[src/rtl/serial_link_pkg.sv]
// Shared types and helpers for the serial-link dequeue path.
package serial_link_pkg;

   typedef enum logic [1:0] {
      FILL  = 2'd0,
      OFFER = 2'd1,
      FEED  = 2'd2,
      FLUSH = 2'd3
   } feed_state_e;

   typedef logic [15:0] cnt16_t;

   localparam cnt16_t CntMax = 16'hFFFF;

   function automatic cnt16_t sat_inc(input cnt16_t value);
      return (value == CntMax) ? value : value + 16'd1;
   endfunction

endpackage

[src/rtl/dequeue_frame_collector.sv]
// Frame buffer for the dequeue path: blocks land in consecutive slots, block 0
// in the LSBs; the slot index wraps after the last slot.
module dequeue_frame_collector #(
   parameter int BlockSize = 8,
   parameter int NumBlocks = 4
) (
   input  logic                           clk,
   input  logic                           rst_n,
   input  logic                           flush,
   input  logic                           wr_en,
   input  logic [BlockSize-1:0]           blk,
   output logic [BlockSize*NumBlocks-1:0] frame,
   output logic                           last
);
   localparam int IdxW = (NumBlocks > 1) ? $clog2(NumBlocks) : 1;
   localparam logic [IdxW-1:0] LastIdx = IdxW'(NumBlocks - 1);

   logic [IdxW-1:0] blk_idx_reg;

   assign last = (blk_idx_reg == LastIdx);

   always_ff @(posedge clk or negedge rst_n) begin
      if (!rst_n) begin
         blk_idx_reg <= '0;
      end else if (flush) begin
         blk_idx_reg <= '0;
      end else if (wr_en) begin
         blk_idx_reg <= last ? '0 : blk_idx_reg + IdxW'(1);
      end
   end

   for (genvar gi = 0; gi < NumBlocks; gi++) begin : gen_slot
      logic [BlockSize-1:0] slot_reg;

      always_ff @(posedge clk or negedge rst_n) begin
         if (!rst_n) begin
            slot_reg <= '0;
         end else if (flush) begin
            slot_reg <= '0;
         end else if (wr_en && (blk_idx_reg == IdxW'(gi))) begin
            slot_reg <= blk;
         end
      end

      assign frame[gi*BlockSize +: BlockSize] = slot_reg;
   end

endmodule

[src/rtl/dequeue_feed_ctrl.sv]
// Dequeue feed controller: assembles a frame, offers it to the shift register,
// then streams filler blocks while guarding against a missing first handshake.
module dequeue_feed_ctrl
   import serial_link_pkg::*;
#(
   parameter int BlockSize     = 8,
   parameter int NumBlocks     = 4,
   parameter int TimeoutCycles = 64
) (
   input  logic                           clk_i,
   input  logic                           rst_ni,
   input  logic                           clr_i,
   input  logic                           enable_i,
   input  logic                           blk_valid_i,
   output logic                           blk_ready_o,
   input  logic [BlockSize-1:0]           blk_i,
   output logic                           sr_valid_o,
   input  logic                           sr_ready_i,
   output logic [BlockSize*NumBlocks-1:0] sr_data_o,
   output logic [BlockSize-1:0]           sr_new_packet_o,
   output logic                           sr_shift_en_o,
   input  logic                           sr_shift_en_i,
   input  logic                           sr_first_hs_i,
   output logic                           sr_clr_o,
   output logic                           timeout_o,
   output logic [15:0]                    frame_cnt_o,
   output logic [15:0]                    drop_cnt_o
);
   localparam int TimerW = $clog2(TimeoutCycles + 1);
   localparam logic [TimerW-1:0] TimerLast = TimerW'(TimeoutCycles - 1);

   feed_state_e       state_reg, state_next;
   logic [TimerW-1:0] timer_reg;
   logic              flush_timeout_reg;
   cnt16_t            frame_cnt_reg, drop_cnt_reg;

   logic blk_last, fill_accept, offer_hs, timer_expired, timeout_flush;

   // clr_i wins over everything, so a block taken in that cycle is never stored.
   assign fill_accept   = (state_reg == FILL) && enable_i && blk_valid_i && !clr_i;
   assign offer_hs      = (state_reg == OFFER) && sr_ready_i && !clr_i;
   assign timer_expired = (state_reg == FEED) && (timer_reg == TimerLast) && !sr_first_hs_i;
   assign timeout_flush = timer_expired && !sr_ready_i && !clr_i;

   dequeue_frame_collector #(
      .BlockSize(BlockSize),
      .NumBlocks(NumBlocks)
   ) u_collector (
      .clk  (clk_i),
      .rst_n(rst_ni),
      .flush(state_reg == FLUSH),
      .wr_en(fill_accept),
      .blk  (blk_i),
      .frame(sr_data_o),
      .last (blk_last)
   );

   always_ff @(posedge clk_i or negedge rst_ni) begin
      if (!rst_ni) begin
         state_reg <= FILL;
      end else begin
         state_reg <= state_next;
      end
   end

   always_comb begin
      state_next = state_reg;
      if (clr_i) begin
         state_next = FLUSH;
      end else begin
         case (state_reg)
            FILL:    if (fill_accept && blk_last) state_next = OFFER;
            OFFER:   if (sr_ready_i) state_next = FEED;
            FEED: begin
               if (sr_ready_i) begin
                  state_next = FILL;
               end else if (timer_expired) begin
                  state_next = FLUSH;
               end
            end
            FLUSH:   state_next = FILL;
            default: state_next = FILL;
         endcase
      end
   end

   always_comb begin
      blk_ready_o   = 1'b0;
      sr_valid_o    = 1'b0;
      sr_shift_en_o = 1'b0;
      sr_clr_o      = 1'b0;
      timeout_o     = 1'b0;
      case (state_reg)
         FILL:  blk_ready_o = enable_i;
         OFFER: sr_valid_o  = 1'b1;
         FEED: begin
            sr_shift_en_o = enable_i && blk_valid_i;
            blk_ready_o   = sr_shift_en_i;
         end
         FLUSH: begin
            sr_clr_o  = 1'b1;
            timeout_o = flush_timeout_reg;
         end
         default: blk_ready_o = 1'b0;
      endcase
   end

   // The timer runs regardless of enable_i; leaving FEED restarts it from zero.
   always_ff @(posedge clk_i or negedge rst_ni) begin
      if (!rst_ni) begin
         timer_reg         <= '0;
         flush_timeout_reg <= 1'b0;
         frame_cnt_reg     <= '0;
         drop_cnt_reg      <= '0;
      end else begin
         timer_reg         <= ((state_reg != FEED) || sr_first_hs_i) ? '0 : timer_reg + TimerW'(1);
         flush_timeout_reg <= timeout_flush;
         if (offer_hs) begin
            frame_cnt_reg <= sat_inc(frame_cnt_reg);
         end
         if (timeout_flush) begin
            drop_cnt_reg <= sat_inc(drop_cnt_reg);
         end
      end
   end

   assign sr_new_packet_o = blk_i;
   assign frame_cnt_o     = frame_cnt_reg;
   assign drop_cnt_o      = drop_cnt_reg;

endmodule

[config.mk]
export PLATFORM = sky130hd
export DESIGN_NAME = dequeue_feed_ctrl
export DESIGN_NICKNAME = d
export VERILOG_FILES = /design/src/rtl/serial_link_pkg.sv /design/src/rtl/dequeue_frame_collector.sv /design/src/rtl/dequeue_feed_ctrl.sv
export SDC_FILE = /design/constraint.sdc
export NUM_CORES = 1
export LEC_CHECK = 0
export CAP_MARGIN = 20
export CORE_AREA = 2 2 98 100
export CTS_BUF_LIST = sky130_fd_sc_hd__clkbuf_8 sky130_fd_sc_hd__clkbuf_16
export CTS_CLUSTER_DIAMETER = 50
export CTS_CLUSTER_SIZE = 25
export DETAILED_ROUTE_END_ITERATION = 8
export DIE_AREA = 0 0 100 102
export PLACE_DENSITY = 0.67
export SKIP_CTS_REPAIR_TIMING = 1
export SYNTH_ARGS = -nofsm -noshare
export SYNTH_HDL_FRONTEND = slang
export SYNTH_SLANG_ARGS = --single-unit
export TNS_END_PERCENT = 100
[constraint.sdc]
create_clock -name clk_i -period 3.25 [get_ports clk_i]
set_clock_uncertainty 0.05 [all_clocks]
set_input_delay 0.325 -clock clk_i [delete_from_list [all_inputs] [get_ports clk_i]]
set_output_delay 0.325 -clock clk_i [all_outputs]
set_load 0.02 [all_outputs]
; ---- Word-level counts from Yosys, hierarchy flattened
; Index checks and enable logic that the tools add are counted.
[op_classes]
addsub = 4
shifts = 0
n_reduce_logical = 28
n_mux = 23
n_eq_ne = 13
bitwise = 2
div_mod_pow = 0
n_mul = 0
n_lt_le_gt_ge = 0
[ops]
columns = op, count
row1 = $mux W8, 8
row2 = $add A16 B1 Y16 const B, 2
row3 = $eq A16 B16 Y1 const B, 2
row4 = $mux W2, 8
row5 = $logic_and A1 B1 Y1, 14
row6 = $reduce_bool A2 Y1, 5
row7 = $eq A2 B2 Y1 const B, 4
row8 = $pmux W2 S4, 1
row9 = $add A7 B1 Y7 const B, 1
row10 = $eq A7 B6 Y1 const B, 1
row11 = $mux W7, 1
row12 = $eq A2 B1 Y1 const B, 2
row13 = $logic_not A2 Y1, 2
row14 = $mux W1, 4
row15 = $ne A4 B4 Y1 const B, 1
row16 = $reduce_and A2 Y1, 2
row17 = $logic_not A1 Y1, 3
row18 = $ne A3 B2 Y1 const B, 1
row19 = $ne A3 B3 Y1 const B, 1
row20 = $reduce_and A3 Y1, 1
row21 = $add A2 B1 Y2 const B, 1
row22 = $ne A2 B2 Y1 const B, 1
row23 = $not A1 Y1, 2
row24 = $pmux W1 S2, 1
row25 = $logic_or A1 B1 Y1, 1
[totals]
memories = 0
ff_bits = 76
rom_bits = 0
latchBits = 0
output_inout_bits = 77
ramBits = 0

; ---- Longest topological paths before layout
; Gate-level depths: netlist (run 1).
[logic_depth]
depth_word = 8
depth_mapped = 7

; ---- Cells and area by module
; Synthesis (run 1) repeated with hierarchy kept, for this count alone.
[hier_totals]
cells_unflattened = 322
area_unflattened_um2 = 3676.0
[modules_own_cells]
columns = mod, instances, area_per_inst_um2, cells_each
row1 = dequeue_feed_ctrl, 1, 2094.5, 194
row2 = dequeue_frame_collector, 1, 1581.5, 128

; ---- Least setup slack after synthesis (run 1)
; No wires, ideal clock.
[synth_path]
kind = reg-to-reg
start = reg frame_cnt_reg[0], in the netlist frame_cnt_o[0]
end = reg frame_cnt_reg[6], in the netlist frame_cnt_o[6]
path_buffers = 0
path_slack_ns = 1.474
t_arrival_ns = 1.595
stages_incl_launch_ff = 7
path_cell_list = dfrtp_1 > ha_1 > nand3_1 > o41ai_4 > nor2_2 > nand3_1 > xnor2_1
[synth_between]
elab_chain_cells = 3
elab_cells_between_ends = 4
[synth_lines]
columns = item, line_no
row1 = "start, declared", dequeue_feed_ctrl.sv:35  ; cnt16_t frame_cnt_reg, drop_cnt_reg;
row2 = "start signal, assigned", dequeue_feed_ctrl.sv:119  ; frame_cnt_reg <= sat_inc(frame_cnt_reg);
row3 = "parallel branches: the longest is 3 deep, another holds $add A16 B1 Y16", n/a
; Several ways; the timed one is not identified.
; A chain may end at the register's enable or synchronous reset.

; ---- Final worst setup path (run 1)
[layout_path]
start = reg state_reg[1]
end = out sr_clr_o
[layout_between]
elab_chain_cells = 2
[layout_lines]
columns = item, line_no
row1 = "start, declared", dequeue_feed_ctrl.sv:32  ; feed_state_e state_reg, state_next;
row2 = "start signal, assigned", dequeue_feed_ctrl.sv:62  ; state_reg <= state_next;
row3 = $eq A2 B2 Y1, dequeue_feed_ctrl.sv:93  ; case (state_reg)
row4 = $mux W1, dequeue_feed_ctrl.sv:93
row5 = "end, declared", dequeue_feed_ctrl.sv:24  ; output logic sr_clr_o,
; Every way passes these cells.

==> results.sh, run 1 <==
export IMPL_yosysUniqueCellTypes=41
export IMPL_clkTransAtPathRegs_ns=0.08
export IMPL_cts_root_buf="clkbuf_8"
export IMPL_n_antenna_cell=0
export IMPL_drv_cap=0
export IMPL_io_buffers=92
export IMPL_cts_tree="built"
export IMPL_slew_headroom_pct=36.2
export IMPL_vdd_drop_max_mv=0.226
export IMPL_setup_slack_ns=0.980
export IMPL_cp_required_ns=2.87
export IMPL_fin_nets=460
export IMPL_yosysWarnings=0
export IMPL_vias=2854
export IMPL_syn_inst=356
export IMPL_viasPerCell=5.16
export IMPL_htree_levels=3
export IMPL_hold_class="in2async"
export IMPL_die_x_um=100
export IMPL_final_fill_count=831
export IMPL_ys_seq_elements=76
export IMPL_finish_utilization_pct=52.7
export IMPL_fmax_ghz=0.441
export IMPL_drc=0
export IMPL_whs_ns=0.0839
export IMPL_grt_first_pass_wirelength_um=13900
export IMPL_clock_path_buffers=2
export IMPL_cts_sink_count=76
export IMPL_finalCritPeriodShare_pct=69.8
export IMPL_dp_hpwl_um=5870
export IMPL_tightest_slew_ns=0.957
export IMPL_wl_um=8530
export IMPL_clk_latency_ns=0.35
export IMPL_largest_reg_flops=32
export IMPL_cp_start_kind="flip-flop"
export IMPL_fp_coreArea_sq_mm=0.00911
export IMPL_place_worst_setup_slack_ns=0.894
export IMPL_multi_input_area_sq_mm=0.00154
export IMPL_finalSetupViolCount=0
export IMPL_layout_min_cycle_time_ns=2.27
export IMPL_syn_area_sq_mm=0.00361
export IMPL_synth_edf_count=0
export IMPL_async_flop_share_pct=100
export IMPL_seq_area_frac_synth_pct=52.7
export IMPL_first_global_vias=2812
export IMPL_cts_made_buffers=9
export IMPL_start_util_pct=39.6
export IMPL_grt_max_degree=77
export IMPL_synthesis_nets=379
export IMPL_ys_flop_type="dfrtp_1"
export IMPL_drive_gt1_share_pct=8.60
export IMPL_grt_ovfl_total=0
export IMPL_rows=35
export IMPL_gp_congestion=0.821
export IMPL_outcome="complete, no violations"
export IMPL_die_area_sq_mm=0.0102
export IMPL_ioPinCount=93
export IMPL_seqCellArea_sq_mm=0.00190
export IMPL_powerDensity_mw_per_mm2=451
export IMPL_drtPass1Iterations=4
export IMPL_antenna_found_initial=0
export IMPL_post_drt_wl_per_cell_um=15.4
export IMPL_leakage_uw=0.00198
export IMPL_rsz0062_at_grt="no"
export IMPL_setup_worst_path_class="reg2out"
export IMPL_die_h_um=102
export IMPL_finalHoldViolCount=0
export IMPL_crit_fanout=13
export IMPL_dr_first_iter_drc_count=90
export IMPL_cp_arrival_ns=1.89
export IMPL_worstSetupEndpointType="output pin"
export IMPL_maxSlewViolCount=0
export IMPL_grtUsageTotal_pct=17.5
export IMPL_ant_nets=0
export IMPL_final_setup_tns_ns=0
export IMPL_area_growth_pct=33.0
export IMPL_syn_area_per_cell_sq_um=10.1
path summary, 6_finish.rpt:
| check | startpoint | to | slack (ns) | cells past startpoint |
|---|---|---|---|---|
| max | state_reg[1] | sr_clr_o | 0.98 | 2 |
| min | rst_ni | u_collector.gen_slot[2].slot_reg[0] | 0.08 | 1 |
| max reg2reg | state_reg[1] | drop_cnt_o[1] | 1.07 | 4 |
| min reg2reg | timer_reg[0] | timer_reg[0] | 0.45 | 1 |
| max in group asynchronous | rst_ni | timer_reg[0] | 2.46 | 1 |
| min in group clk_i | timer_reg[0] | timer_reg[0] | 0.45 | 1 |
final cells by class:
type | count | share of cell area (%)
Multi-Input combinational cell | 251 | 32.1
Clock inverter | 7 | 2.92
Timing Repair Buffer | 94 | 19.4
Clock buffer | 9 | 2.58
Sequential cell | 76 | 39.6
Tap cell | 111 | 2.89
Inverter | 5 | 0.391
cells in the mapped netlist (all sizes together), types with 2 or more instances:
cell type / n / area, sq um
xnor2: 21 / 184
buf: 15 / 120
and3: 5 / 31.3
ha: 7 / 87.6
dfrtp: 76 / 1900
inv: 5 / 18.8
nand4: 13 / 106
nor4: 4 / 31.3
xor2: 10 / 87.6
nor3: 4 / 35.0
nand2: 53 / 199
clkbuf: 9 / 33.8
nor3b: 2 / 15.0
mux2i: 3 / 30.0
nand3: 48 / 240
a21oi: 36 / 184
and2: 3 / 18.8
mux2: 2 / 22.5
and4: 2 / 17.5
nor2: 23 / 91.3
layout by cell type, fill, tap and decap left out, types with 3 or more instances in the layout:
cell             synthesis  routed
nor3_2                   3       3
clkdlybuf4s50_1          0      91
bufinv_16                0       4
dfrtp_1                 76      76
inv_1                    5       6
clkbuf_8                 0       9
nor4_1                   3       3
mux2i_1                  3       3
xor2_1                  10      10
nand4_1                  9       9
xnor2_1                 21      21
nand4_2                  4       4
nand3_1                 48      48
ha_1                     7       7
buf_4                   13       3
nand2_1                 53      53
and2_1                   3       3
and3_1                   5       5
nor2_1                  21      21
a21oi_1                 35      35
power breakdown:
group          internal (uW)  switching (uW)
Clock                    586             347
Combinational           97.1             124
Sequential               970            40.4
logic make-up (layout without fill, tap and decap cells):
| logic type | Yosys count | after routing | synth area share, % |
|---|---|---|---|
| AO/OA/AOI/OAI | 44 | 44 | 7.63 |
| AND/OR/NAND/NOR | 164 | 164 | 23.5 |
| adder cells (fa/ha/maj) | 7 | 7 | 2.43 |
| buffers and inverters | 29 | 115 | 4.78 |
| XOR/XNOR | 31 | 31 | 7.52 |
| multiplexers | 5 | 5 | 1.46 |
| flip-flops | 76 | 76 | 52.7 |
metal layers:
metal	up-vias	routed length, um	global-route usage, %
met2	83	4010	27.7
met5	-	0	0
li1	1386	-	-
met3	11	463	3.90
met1	1374	3920	23.0
met4	0	131	8.11
metrics by stage:
stage | total power [uW] | instances | area, sq um
after floorplan | 1130 | 356 | 3610
after global placement | 1250 | 537 | 4540
after detailed placement | 1250 | 537 | 4540
after CTS | 2190 | 553 | 4800
after global routing | 2250 | 553 | 4800
final | 2170 | 553 | 4800
worst max-delay path, cell delays in order (launching register included):
cell and delay [ns]:
dfrtp_1 0.66, and2_1 0.25, clkdlybuf4s50_1 0.64
No activity file was read; power rests on OpenSTA's default activity.
==> run 2, diff against run 1 <==
- PLACE_DENSITY: 0.67 -> 0.7
- clock period: 3.25 -> 1.9 ns (I/O delays scaled with it)
==> run 2 against run 1 <==
Effect of this change:
- cell count up 4.3%
- combinational power is 120% higher
- via count up 5.3%
- critical path type is now reg2reg
==> results.sh, run 2 (synthesis results as in run 1) <==
export IMPL_drv_cap=0
export IMPL_multi_input_area_sq_mm=0.00157
export IMPL_vdd_drop_max_mv=0.354
export IMPL_hold_class="in2async"
export IMPL_cts_tree="built"
export IMPL_fin_nets=485
export IMPL_leakage_uw=0.00219
export IMPL_fin_cells=577
export IMPL_clkTransAtPathRegs_ns=0.08
export IMPL_grt_max_degree=50
export IMPL_cp_start_kind="flip-flop"
export IMPL_gp_congestion=0.815
export IMPL_post_drt_wl_per_cell_um=14.7
export IMPL_vias=3005
export IMPL_final_fill_count=831
export IMPL_ant_nets=0
export IMPL_drtPass1Iterations=5
export IMPL_final_common_cell="clkdlybuf4s50_1"
export IMPL_switching_share_pct=24.4
export IMPL_fmax_ghz=0.562
export IMPL_mostFrequentLayoutCells="86 x clkdlybuf4s50_1, 76 x dfrtp_1, 53 x nand2_1"
export IMPL_largest_reg_flops=32
export IMPL_fp_coreArea_sq_mm=0.00911
export IMPL_pwr_share_comb_pct=13.5
export IMPL_die_area_sq_mm=0.0102
export IMPL_design_area_sq_mm=0.00503
export IMPL_clock_path_buffers=2
export IMPL_wl_um=8460
export IMPL_p_int_uw=2690
export IMPL_setup_worst_path_class="reg2reg"
export IMPL_grt_first_pass_wirelength_um=14300
export IMPL_die_h_um=102
export IMPL_grtUsageTotal_pct=17.6
export IMPL_seqCellArea_sq_mm=0.00190
export IMPL_dpl_cell_area_sq_mm=0.00475
export IMPL_finalHoldViolCount=0
export IMPL_io_buffers=92
export IMPL_p_seq_share_pct=47.9
export IMPL_start_util_pct=39.6
export IMPL_outcome="complete, no violations"
export IMPL_rows=35
export IMPL_worstSetupEndpointType="flip-flop"
export IMPL_finalSetupViolCount=0
export IMPL_cts_made_buffers=9
export IMPL_rsz0062_at_grt="no"
export IMPL_p_sw_uw=866
export IMPL_die_x_um=100
export IMPL_cts_root_buf="clkbuf_8"
export IMPL_n_antenna_cell=0
export IMPL_setup_slack_ns=0.121
export IMPL_ioPinCount=93
export IMPL_maxSlewViolCount=0
export IMPL_drive_gt1_share_pct=14.2
export IMPL_dp_hpwl_um=6210
export IMPL_area_growth_pct=39.5
export IMPL_finish_utilization_pct=55.3
export IMPL_p_clk_share_pct=38.6
export IMPL_first_global_vias=2890
export IMPL_slew_headroom_pct=71.5
export IMPL_grt_ovfl_total=0
export IMPL_finalCritPeriodShare_pct=93.6
export IMPL_viasPerCell=5.21
export IMPL_clk_latency_ns=0.33
export IMPL_place_worst_setup_slack_ns=-0.187
export IMPL_cp_arrival_ns=1.95
export IMPL_powerDensity_mw_per_mm2=705
export IMPL_crit_fanout=4
export IMPL_antenna_found_initial=0
export IMPL_place_inst=561
export IMPL_cp_required_ns=2.07
export IMPL_cts_sink_count=76
export IMPL_dr_first_iter_drc_count=112
export IMPL_htree_levels=3
export IMPL_layout_min_cycle_time_ns=1.78
export IMPL_tightest_slew_ns=0.427
export IMPL_drc=0
[run 2: cell count changes in the layout (fill, tap and decap cells not counted), sizes merged]
| cell | change |
|---|---|
| buf | +24 |
| clkdlybuf4s50 | -5 |
| dlymetal6s2s | +5 |
| bufinv | -2 |
| clkbuf | +2 |
| dlygate4sd3 | +1 |
| inv | -1 |
[run 2: path summary, 6_finish.rpt]
kind / startpoint / endpoint / slack [ns] / depth (start not counted)
setup / recovery: timer_reg[0] / drop_cnt_o[10] / 0.12 / 7
hold / removal: rst_ni / u_collector.gen_slot[2].slot_reg[1] / 0.26 / 2
setup reg to reg: timer_reg[0] / drop_cnt_o[10] / 0.12 / 7
hold reg to reg: timer_reg[0] / timer_reg[0] / 0.44 / 1
max in group asynchronous: rst_ni / drop_cnt_o[14] / 0.95 / 3
min in group clk_i: timer_reg[0] / timer_reg[0] / 0.44 / 1
[run 2: metrics by stage]
step	power, uW	setup TNS (ns)	hold WS (ns)
2_1_floorplan	1930	0	-0.156
3_3_place_gp	2200	-0.0675	0.0841
3_5_place_dp	2200	-1.29	0.0888
4_1_cts	3580	-0.269	-0.276
5_1_grt	3700	0	0.301
6_report	3550	0	0.265
[run 2: metal layers]
layer  share of wire [%]  global-route usage, %
met1                  47                   24.5
met2                  48                   28.0
met3                 4.2                   3.08
met4                 1.0                   6.32
met5                   0                      0
[run 2: worst max-delay path: stages, from the launching register on]
cell	delay, ns
dfrtp_1	0.39
ha_2	0.22
and2_1	0.19
nand4_4	0.14
buf_4	0.18
nor3_4	0.22
nand4_1	0.14
xnor2_1	0.14
[run 2: power by group through the flow]
| stage | clock [uW] | sequential [uW] | combinational [uW] |
|---|---|---|---|
| finish | 1370 | 1700 | 480 |
| global placement | 0 | 1730 | 469 |
| global route | 1470 | 1700 | 520 |
| CTS | 1400 | 1700 | 481 |
| detailed placement | 0 | 1730 | 474 |
| floorplan | 0 | 1780 | 149 |
[run 2: layout make-up]
class | count | share of cell area [%]
Timing Repair Buffer | 119 | 23.4
Tap cell | 111 | 2.76
Sequential cell | 76 | 37.8
Inverter | 5 | 0.373
Clock buffer | 11 | 3.01
Multi-Input combinational cell | 251 | 31.3
Clock inverter | 4 | 1.44
